`src/rtl/bep_pkg.sv`:
```
// Shared definitions for the thermostat-frame decode path.
// Contents:
//   ctrl_state_t       controller states (IDLE, ARM, RECEIVE, CHECK)
//   ERR_*              error-cause codes reported on error_code
//   FRAME_BITS_DEFAULT decoded bits in one complete frame
//   *_W                widths of the counters and decoder fields
//   sat_inc            8-bit increment that sticks at 255
package bep_pkg;

  typedef enum logic [1:0] {
    ST_IDLE,
    ST_ARM,
    ST_RECEIVE,
    ST_CHECK
  } ctrl_state_t;

  localparam int ERR_W = 3;

  localparam logic [ERR_W-1:0] ERR_NONE     = 3'd0;
  localparam logic [ERR_W-1:0] ERR_PREAMBLE = 3'd1;
  localparam logic [ERR_W-1:0] ERR_TYPE     = 3'd2;
  localparam logic [ERR_W-1:0] ERR_CONSTANT = 3'd3;
  localparam logic [ERR_W-1:0] ERR_LENGTH   = 3'd4;
  localparam logic [ERR_W-1:0] ERR_TIMEOUT  = 3'd5;
  localparam logic [ERR_W-1:0] ERR_ABORT    = 3'd6;

  localparam int FRAME_BITS_DEFAULT = 192;

  localparam int COUNT_W    = 8;
  localparam int PREAMBLE_W = 32;
  localparam int TYPE_W     = 16;
  localparam int CONSTANT_W = 32;
  localparam int ID_W       = 32;
  localparam int TEMP_W     = 16;
  localparam int STATE_W    = 8;

  function automatic logic [COUNT_W-1:0] sat_inc(input logic [COUNT_W-1:0] value);
    return (value == '1) ? value : value + COUNT_W'(1);
  endfunction

endpackage

```
`src/rtl/frame_watchdog.sv`:
```
// Inactivity watchdog for frame reception.
// Counts enabled clocks since the last clear and flags when the count
// reaches TIMEOUT_CYCLES-1.
// Ports:
//   clock, reset  system clock, synchronous active-high reset
//   clear         restart the count from zero (wins over enable)
//   enable        advance the count by one this clock
//   expired       count has reached TIMEOUT_CYCLES-1
module frame_watchdog #(
  parameter int TIMEOUT_CYCLES = 4096
) (
  input  logic clock,
  input  logic reset,
  input  logic clear,
  input  logic enable,
  output logic expired
);

  localparam int CNT_W = (TIMEOUT_CYCLES > 1) ? $clog2(TIMEOUT_CYCLES) : 1;
  localparam logic [CNT_W-1:0] LAST = CNT_W'(TIMEOUT_CYCLES - 1);

  logic [CNT_W-1:0] count;

  // Holds at the terminal value so a stalled controller never wraps the flag away.
  always_ff @(posedge clock) begin
    if (reset) begin
      count <= '0;
    end else if (clear) begin
      count <= '0;
    end else if (enable && (count != LAST)) begin
      count <= count + CNT_W'(1);
    end
  end

  assign expired = (count == LAST);

endmodule

```
`src/rtl/frame_controller.sv`:
```
// Sequences the thermostat-frame decode path: arms the serial decoder at
// each transmission start, counts decoded bits, watches for stalls, checks
// the fixed fields of a complete frame and commits good payloads into a
// stable shadow register set.
// Ports:
//   clock, reset          system clock, synchronous active-high reset
//   transmission_begin    one-cycle frame-start pulse
//   bit_strobe            one-cycle pulse per decoded bit
//   full                  decoder holds a complete frame
//   preamble .. state     decoder fields
//   decoder_reset         one-cycle clear pulse to the decoder
//   busy                  controller is in ARM, RECEIVE or CHECK
//   frame_valid           one-cycle pulse when a frame is committed
//   frame_error           one-cycle pulse when a frame is rejected or aborted
//   error_code            cause of the most recent error
//   out_*                 payload of the last committed frame
//   frame_count           committed frames, saturating
//   error_count           errored frames, saturating
module frame_controller
  import bep_pkg::*;
#(
  parameter int                    FRAME_BITS        = FRAME_BITS_DEFAULT,
  parameter int                    TIMEOUT_CYCLES    = 4096,
  parameter logic [PREAMBLE_W-1:0] EXPECTED_PREAMBLE = 32'hAAAA_AAAA,
  parameter logic [TYPE_W-1:0]     EXPECTED_TYPE_1   = 16'h1234,
  parameter logic [TYPE_W-1:0]     EXPECTED_TYPE_2   = 16'h5678,
  parameter logic [CONSTANT_W-1:0] EXPECTED_CONSTANT = 32'hC0DE_0001
) (
  input  logic                  clock,
  input  logic                  reset,
  input  logic                  transmission_begin,
  input  logic                  bit_strobe,
  input  logic                  full,
  input  logic [PREAMBLE_W-1:0] preamble,
  input  logic [TYPE_W-1:0]     type_1,
  input  logic [TYPE_W-1:0]     type_2,
  input  logic [CONSTANT_W-1:0] constant,
  input  logic [ID_W-1:0]       thermostat_id,
  input  logic [TEMP_W-1:0]     room_temp,
  input  logic [TEMP_W-1:0]     set_temp,
  input  logic [STATE_W-1:0]    state,
  output logic                  decoder_reset,
  output logic                  busy,
  output logic                  frame_valid,
  output logic                  frame_error,
  output logic [ERR_W-1:0]      error_code,
  output logic [ID_W-1:0]       out_thermostat_id,
  output logic [TEMP_W-1:0]     out_room_temp,
  output logic [TEMP_W-1:0]     out_set_temp,
  output logic [STATE_W-1:0]    out_state,
  output logic [COUNT_W-1:0]    frame_count,
  output logic [COUNT_W-1:0]    error_count
);

  localparam logic [COUNT_W-1:0] FRAME_LEN = COUNT_W'(FRAME_BITS);

  ctrl_state_t        ctrl_state;
  logic [COUNT_W-1:0] bit_count;
  logic [COUNT_W-1:0] count_next;
  logic               length_wait;
  logic               wd_clear;
  logic               wd_enable;
  logic               wd_expired;
  logic [ERR_W-1:0]   rx_error;
  logic [ERR_W-1:0]   chk_error;

  // The watchdog only runs while receiving; every strobe restarts it.
  assign wd_clear  = (ctrl_state != ST_RECEIVE) || bit_strobe;
  assign wd_enable = (ctrl_state == ST_RECEIVE) && !bit_strobe;

  frame_watchdog #(
    .TIMEOUT_CYCLES(TIMEOUT_CYCLES)
  ) u_watchdog (
    .clock   (clock),
    .reset   (reset),
    .clear   (wd_clear),
    .enable  (wd_enable),
    .expired (wd_expired)
  );

  // Error decisions for the current clock. The strobe of this clock is
  // already folded into count_next so a final bit arriving with full counts.
  // length_wait remembers that the previous clock ended with a complete bit
  // count but no full, which makes a second such clock a length error.
  always_comb begin
    count_next = bit_count + COUNT_W'(bit_strobe);

    rx_error = ERR_NONE;
    if (transmission_begin) begin
      if (bit_count != '0) begin
        rx_error = ERR_ABORT;
      end
    end else if (wd_expired) begin
      rx_error = ERR_TIMEOUT;
    end else if (full ? (count_next != FRAME_LEN)
                      : (length_wait && (count_next >= FRAME_LEN))) begin
      rx_error = ERR_LENGTH;
    end

    chk_error = ERR_NONE;
    if (preamble != EXPECTED_PREAMBLE) begin
      chk_error = ERR_PREAMBLE;
    end else if ((type_1 != EXPECTED_TYPE_1) || (type_2 != EXPECTED_TYPE_2)) begin
      chk_error = ERR_TYPE;
    end else if (constant != EXPECTED_CONSTANT) begin
      chk_error = ERR_CONSTANT;
    end
  end

  // Controller FSM. All outputs are registered: busy and decoder_reset are
  // set from the state being entered so they line up with ARM/RECEIVE/CHECK.
  always_ff @(posedge clock) begin
    if (reset) begin
      ctrl_state        <= ST_IDLE;
      bit_count         <= '0;
      length_wait       <= 1'b0;
      decoder_reset     <= 1'b0;
      busy              <= 1'b0;
      frame_valid       <= 1'b0;
      frame_error       <= 1'b0;
      error_code        <= ERR_NONE;
      out_thermostat_id <= '0;
      out_room_temp     <= '0;
      out_set_temp      <= '0;
      out_state         <= '0;
      frame_count       <= '0;
      error_count       <= '0;
    end else begin
      decoder_reset <= 1'b0;
      frame_valid   <= 1'b0;
      frame_error   <= 1'b0;

      case (ctrl_state)
        ST_IDLE: begin
          if (transmission_begin) begin
            ctrl_state    <= ST_ARM;
            decoder_reset <= 1'b1;
            busy          <= 1'b1;
          end
        end

        ST_ARM: begin
          bit_count   <= '0;
          length_wait <= 1'b0;
          ctrl_state  <= ST_RECEIVE;
        end

        ST_RECEIVE: begin
          bit_count   <= count_next;
          length_wait <= !full && (count_next >= FRAME_LEN);
          if (rx_error != ERR_NONE) begin
            frame_error <= 1'b1;
            error_code  <= rx_error;
            error_count <= sat_inc(error_count);
          end
          // A restart wins over every other exit; with no bits collected yet
          // it is treated as a harmless duplicate start.
          if (transmission_begin) begin
            ctrl_state    <= ST_ARM;
            decoder_reset <= 1'b1;
          end else if (rx_error != ERR_NONE) begin
            ctrl_state <= ST_IDLE;
            busy       <= 1'b0;
          end else if (full) begin
            ctrl_state <= ST_CHECK;
          end
        end

        ST_CHECK: begin
          if (chk_error != ERR_NONE) begin
            frame_error <= 1'b1;
            error_code  <= chk_error;
            error_count <= sat_inc(error_count);
          end else begin
            out_thermostat_id <= thermostat_id;
            out_room_temp     <= room_temp;
            out_set_temp      <= set_temp;
            out_state         <= state;
            frame_valid       <= 1'b1;
            frame_count       <= sat_inc(frame_count);
          end
          // A start arriving during the check is honoured right after it.
          if (transmission_begin) begin
            ctrl_state    <= ST_ARM;
            decoder_reset <= 1'b1;
          end else begin
            ctrl_state <= ST_IDLE;
            busy       <= 1'b0;
          end
        end

        default: begin
          ctrl_state <= ST_IDLE;
          busy       <= 1'b0;
        end
      endcase
    end
  end

endmodule

```
`config.mk`:
```
export PLATFORM = sky130hd
export DESIGN_NAME = frame_controller
export DESIGN_NICKNAME = d
export VERILOG_FILES = /design/src/rtl/bep_pkg.sv /design/src/rtl/frame_watchdog.sv /design/src/rtl/frame_controller.sv
export SDC_FILE = /design/constraint.sdc
export NUM_CORES = 1
export LEC_CHECK = 0
export CAP_MARGIN = 20
export CORE_ASPECT_RATIO = 1.75
export CORE_MARGIN = 4
export CORE_UTILIZATION = 42
export DETAILED_ROUTE_END_ITERATION = 8
export PLACE_DENSITY = 0.84
export SLEW_MARGIN = 20
export SYNTH_ARGS = -nofsm -noshare
export SYNTH_HDL_FRONTEND = slang
export SYNTH_SLANG_ARGS = --single-unit
```
`constraint.sdc`:
```
create_clock -name clock -period 6.76 [get_ports clock]
set_clock_uncertainty 0.2 [all_clocks]
set_input_delay 0.676 -clock clock [delete_from_list [all_inputs] [get_ports clock]]
set_output_delay 0.676 -clock clock [all_outputs]
set_load 0.01 [all_outputs]
```
### Yosys cells after proc, flatten, opt, wreduce, memory -nomap -nowiden

Index checks and enable logic that the tools add are counted.

* ROM bits: 0
* memories: 0
* input port bits: 173
* bits in latches: 0
* register bits after elaboration: 118
* memory bits (writable): 0

* reduce and logical (&&, ||, !) cells: 24
* add/subtract/negate cells: 4
* bitwise operators: 4
* multiplexer cells: 33
* div/mod/pow operators: 0
* $lt $le $gt $ge: 1
* multiply operators: 0
* equality and inequality tests: 19
* shift operators: 0

Operators by type and width (count)
* != test 32 bit (second input constant): 2
* one-hot mux 8 bit (2 select lines): 2
* two-way mux 8 bit: 3
* two-way mux 3 bit: 6
* adder 8 x 1 -> 8 bit (second input constant): 2
* equality test 8 bit (second input constant): 2
* != test 16 x 13 -> 1 bit (second input constant): 1
* != test 16 x 15 -> 1 bit (second input constant): 1
* two-way mux 2 bit: 7
* adder 12 x 1 -> 12 bit (second input constant): 1
* equality test 12 bit (second input constant): 1
* != test 12 bit (second input constant): 1
* two-way mux 1 bit: 10
* != test 2 bit (second input constant): 5
* nonzero test 3 bit: 3
* adder 8 x 1 -> 8 bit: 1
* greater-or-equal comparator 8 bit (second input constant): 1
* != test 8 bit (second input constant): 1
* one-hot mux 2 bit (4 select lines): 1
* nonzero test 8 bit: 1
* one-hot mux 3 bit (2 select lines): 1
* AND reduction 3 bit: 2
* OR reduction 2 bit: 3
* AND reduction 5 bit: 1
* other kinds (14): 26

### Depth between registers and ports, before layout

* word-level depth: 11
* mapped depth: 10
* gate-level depth less buffers: 9

### Hierarchy

A second synthesis with hierarchy kept.

* cell total of the unflattened synthesis: 673
* area, all modules: 5406.4 um^2

By module, submodules not included
* frame_controller: cells an instance 600, area each 4788.3 um^2, instances 1
* frame_watchdog: cells an instance 73, area each 618.1 um^2, instances 1

### Worst setup path before layout

OpenSTA, ideal clock, no wires.

* path type: input to register
* from: input port bit_strobe
* to: register error_count[5]
* arrival: 2566 ps
* library setup time: 121 ps
* stages: 10
* required time: 6439 ps
* path slack: 3873 ps
* buffers on the path: 1
* cells stage by stage: ha_1 -> ha_1 -> a21o_1 -> o22ai_1 -> a311oi_2 -> a31oi_1 -> o21ai_2 -> buf_6 -> nor3_2 -> mux2_4

* longest elaborated chain between the ends: 10
* elaborated cells between the ends (all ways): 11

Ends and longest elaborated chain
* start, declared: line frame_controller.sv:32 `input logic bit_strobe,`
* adder 8 x 1 -> 8 bit (*): line frame_controller.sv:86 `count_next = bit_count + COUNT_W'(bit_strobe);`
* greater-or-equal comparator 8 bit: line frame_controller.sv:96 `: (length_wait && (count_next >= FRAME_LEN))) begin`
* logical AND 1 bit: line frame_controller.sv:96
* two-way mux 1 bit (*): line frame_controller.sv:95 `end else if (full ? (count_next != FRAME_LEN)`
* two-way mux 3 bit (*): line frame_controller.sv:95
* two-way mux 3 bit (*): line frame_controller.sv:93 `end else if (wd_expired) begin`
* two-way mux 3 bit (*): line frame_controller.sv:89 `if (transmission_begin) begin`
* nonzero test 3 bit (*): line frame_controller.sv:151 `if (rx_error != ERR_NONE) begin`
* != test 2 x 1 -> 1 bit (no line) (*)
* AND reduction 3 bit (no line) (*)
* end signal, assigned: line frame_controller.sv:154 `error_count <= sat_inc(error_count);`
* end signal, assigned: line frame_controller.sv:173 `error_count <= sat_inc(error_count);`
* end, declared: line frame_controller.sv:52 `output logic [COUNT_W-1:0] error_count`

Mark *: on every way between the ends. The rest lies on a longest branch, timed or not.
A chain may end at the register's enable or synchronous reset.

### Worst setup path in the final report

* from: input port type_2[10]
* to: register out_thermostat_id[11]

* longest elaborated chain between the ends: 7

Ends and longest elaborated chain
* start, declared: line frame_controller.sv:36 `input logic [TYPE_W-1:0] type_2,`
* != test 16 x 15 -> 1 bit: line frame_controller.sv:103 `end else if ((type_1 != EXPECTED_TYPE_1) || (type_2 != EXPECTED_TYPE_2)) begin`
* logical OR 1 bit: line frame_controller.sv:103
* two-way mux 2 bit: line frame_controller.sv:103
* two-way mux 2 bit: line frame_controller.sv:101 `if (preamble != EXPECTED_PREAMBLE) begin`
* nonzero test 3 bit: line frame_controller.sv:170 `if (chk_error != ERR_NONE) begin`
* NOT 1 bit (no line)
* AND reduction 2 bit (no line)
* end signal, assigned: line frame_controller.sv:175 `out_thermostat_id <= thermostat_id;`
* end, declared: line frame_controller.sv:47 `output logic [ID_W-1:0] out_thermostat_id,`

Every way passes these cells.

==> flow_summary.toml <==
[place]
gp_congestion = 0.863
post_dp_cell_area_um2 = 7950
portBuffers = 267
dp_hpwl_um = 12600

[drt]
vias = 5414
vias_per_cell = 5.04
drc_errors = 0
ant_nets = 0
routed_wirelength_um = 16800
drtIter0Drc = 202
first_pass_iters = 5
routedWlPerCell_um = 15.7

[worst_hold_path]
hp-class = "reg2reg"
holdPathEnd = "out_room_temp[12]"
min_from = "out_room_temp[12]"
min_path_cells = 2

[synthesis]
postSynthNetCount = 833
synth.avg_cell_area_um2 = 8.07
yosysUniqueCellTypes = 55
syn_area_um2 = 5240
synth-main-ff-cell = "dfxtp_1"
ys_ff_latch = 118
syn_inst = 650
ys_seq_area_share_pct = 45.0
synth_edf_count = 0
synth_warnings = 0
async_flop_share_pct = 0

[final_layout]
n_antenna_cell = 0
area_delta_synth_final_pct = 63.4
final_common_cell = "clkdlybuf4s50_1"
drive_gt1_share_pct = 5.93
final_nets = 1080
final_cell_mix = "clkdlybuf4s50_1 (266), nand2_1 (169), dfxtp_1 (118), a21oi_1 (93), nor2_1 (39)"
final_cell_area_um2 = 8570

[critical_path]
reg2regPathDepth = 9
crit_fanout = 41
r2r-start = "bit_count[0]"
cp-start-kind = "primary input"
worstSetupPathType = "in2reg"
endpoint_kind = "register"
required_ns = 6.88
r2r-end = "error_count[0]"
regToRegSetupSlack_ns = 3.69
critPathArrivalTime_ns = 3.64

[die]
rows = 53
dieArea_um2 = 14400
die_w_um = 92.5
ios = 268
die_y_um = 156
initial_utilization_pct = 43.2
core_area_um2 = 12100

[timing]
fin_crit_ns = 3.53
drv_slew = 0
setup_tns_ns = 0
worst-slew-pin-transition_ns = 0.829
finalSetupViolCount = 0
finalCritPeriodShare_pct = 52.2
max_clock_freq_ghz = 0.284
slew_headroom_pct = 44.8
hold_viol_final = 0
rsz0062_at_grt = "false"

[power_and_ir_drop]
power.leakage_nw = 2.95
ir_drop_mv = 0.169
power.total_mw = 1.88
p_per_area_nw_per_um2 = 219

[clocking]
clock_path_buffers = 2
post-cts-setup-buffer-count = 0
cts.reportedPaths.clkPinSlew_ns = 0.06
ctsRootBufferMaster = "clkbuf_16"
clk_latency_ns = 0.41
numCtsBuffers = 17
hold_buffers = 0
cts_htree_levels = 4
cts_sinks = 118
cts_resized = 0
cts_tree = "built"

[job]
drv_cap = 0

[grt]
grt_pass1_wl_um = 26200
first_global_vias = 5190
grt_max_degree = 112
grt_overflow = 0
grt_usage_pct = 22.8
antenna_found_initial = 0

[outcome]
status = "complete, no violations"
[flip-flops by register name, indices dropped and copies added, names as in the netlist, 2 cells and up]
register	cells
out_room_temp	16
error_count	8
out_thermostat_id	32
error_code	3
ctrl_state	2
u_watchdog.count	12
frame_count	8
out_set_temp	16
out_state	8
bit_count	8
[cell usage after synthesis, types with 2 or more instances]
| cell type | n | area [um2] |
|---|---|---|
| nor3b_1 | 2 | 15.0 |
| a31oi_1 | 2 | 12.5 |
| and4b_1 | 2 | 20.0 |
| o41ai_1 | 2 | 17.5 |
| mux2i_1 | 3 | 30.0 |
| nand4_1 | 12 | 75.1 |
| buf_6 | 2 | 22.5 |
| nor4_1 | 9 | 56.3 |
| nand2b_1 | 5 | 31.3 |
| xor2_1 | 10 | 87.6 |
| nor2b_1 | 7 | 43.8 |
| nor3_2 | 2 | 20.0 |
| mux2_4 | 2 | 30.0 |
| nor4bb_1 | 15 | 150 |
| a21oi_1 | 93 | 465 |
| and3_1 | 6 | 37.5 |
| buf_2 | 11 | 55.1 |
| clkbuf_1 | 26 | 97.6 |
| nor4b_2 | 3 | 45.0 |
| o311ai_0 | 2 | 17.5 |
| o22ai_1 | 3 | 18.8 |
| nor4b_1 | 2 | 17.5 |
| a211oi_1 | 5 | 37.5 |
| nand2_1 | 170 | 638 |
| xnor2_1 | 5 | 43.8 |
| and4_1 | 4 | 35.0 |
| ha_1 | 10 | 125 |
| inv_1 | 11 | 41.3 |
| o31ai_1 | 2 | 15.0 |
| mux2_2 | 3 | 33.8 |
| or3_1 | 4 | 25.0 |
| nor3_1 | 14 | 70.1 |
| nand3_1 | 17 | 85.1 |
| dfxtp_1 | 118 | 2360 |
| nor2_1 | 39 | 146 |
| and2_1 | 3 | 18.8 |
| o21ai_0 | 6 | 30.0 |
[per-stage QoR]
stage	utilization [%]	setup WS (ns)	cells	hold slack, ns
after CTS	70.6	3.15	1075	0.253
after global placement	65.5	2.80	1043	0.240
after detailed placement	65.5	2.75	1043	0.245
after global routing	70.6	2.86	1075	0.270
final	70.6	3.23	1075	0.251
after floorplan	-	3.87	650	0.262
[area by class of cell]
class / instances / area [um2]
Fill cell: 1005 / 3560
Timing Repair Buffer: 269 / 2690
Multi-Input combinational cell: 480 / 2660
Sequential cell: 118 / 2360
Clock buffer: 18 / 439
Tap cell: 165 / 206
Clock inverter: 14 / 175
Inverter: 11 / 41.3
[metal layers]
layer	GRT usage [%]	vias up	part of all wire, %	wire length [um]
li1	-	2741	-	-
met1	26.6	2487	38	6430
met2	40.1	153	54	9050
met3	5.69	33	5.3	891
met4	8.65	0	2.7	450
met5	0	-	0	0
[cell families after synthesis]
group,Yosys count,share of synthesized area (%)
flops,118,45.0
compound gates,125,13.6
xor+xnor,15,2.51
buf+inv,52,4.34
simple gates,322,30.4
fa+ha+maj,10,2.39
mux,8,1.79
[report_power, final]
part           internal, mW  switching (mW)
clock                 0.593           0.333
sequential            0.706          0.0110
combinational         0.139          0.0959
[worst max path at each step]
stage / start / endpoint / slack (ns) / depth (start not counted)
final: type_2[10] / out_thermostat_id[11] / 3.23 / 8
after global routing: type_2[6] / out_thermostat_id[11] / 2.86 / 8
after CTS: type_2[6] / out_thermostat_id[11] / 3.15 / 8
after detailed placement: type_2[6] / out_thermostat_id[29] / 2.75 / 8
after global placement: type_2[6] / out_state[3] / 2.80 / 8
after floorplan: bit_strobe / error_count[5] / 3.87 / 10
[critical path, cell delays in order]
cell             delay, ns
clkdlybuf4s50_1       0.44
nor4bb_1              0.41
nand4_1               0.23
nor4_4                0.50
and2_2                0.63
buf_4                 0.48
nand2_1               0.09
a21oi_1               0.15
No activity file was read; power rests on OpenSTA's default activity.
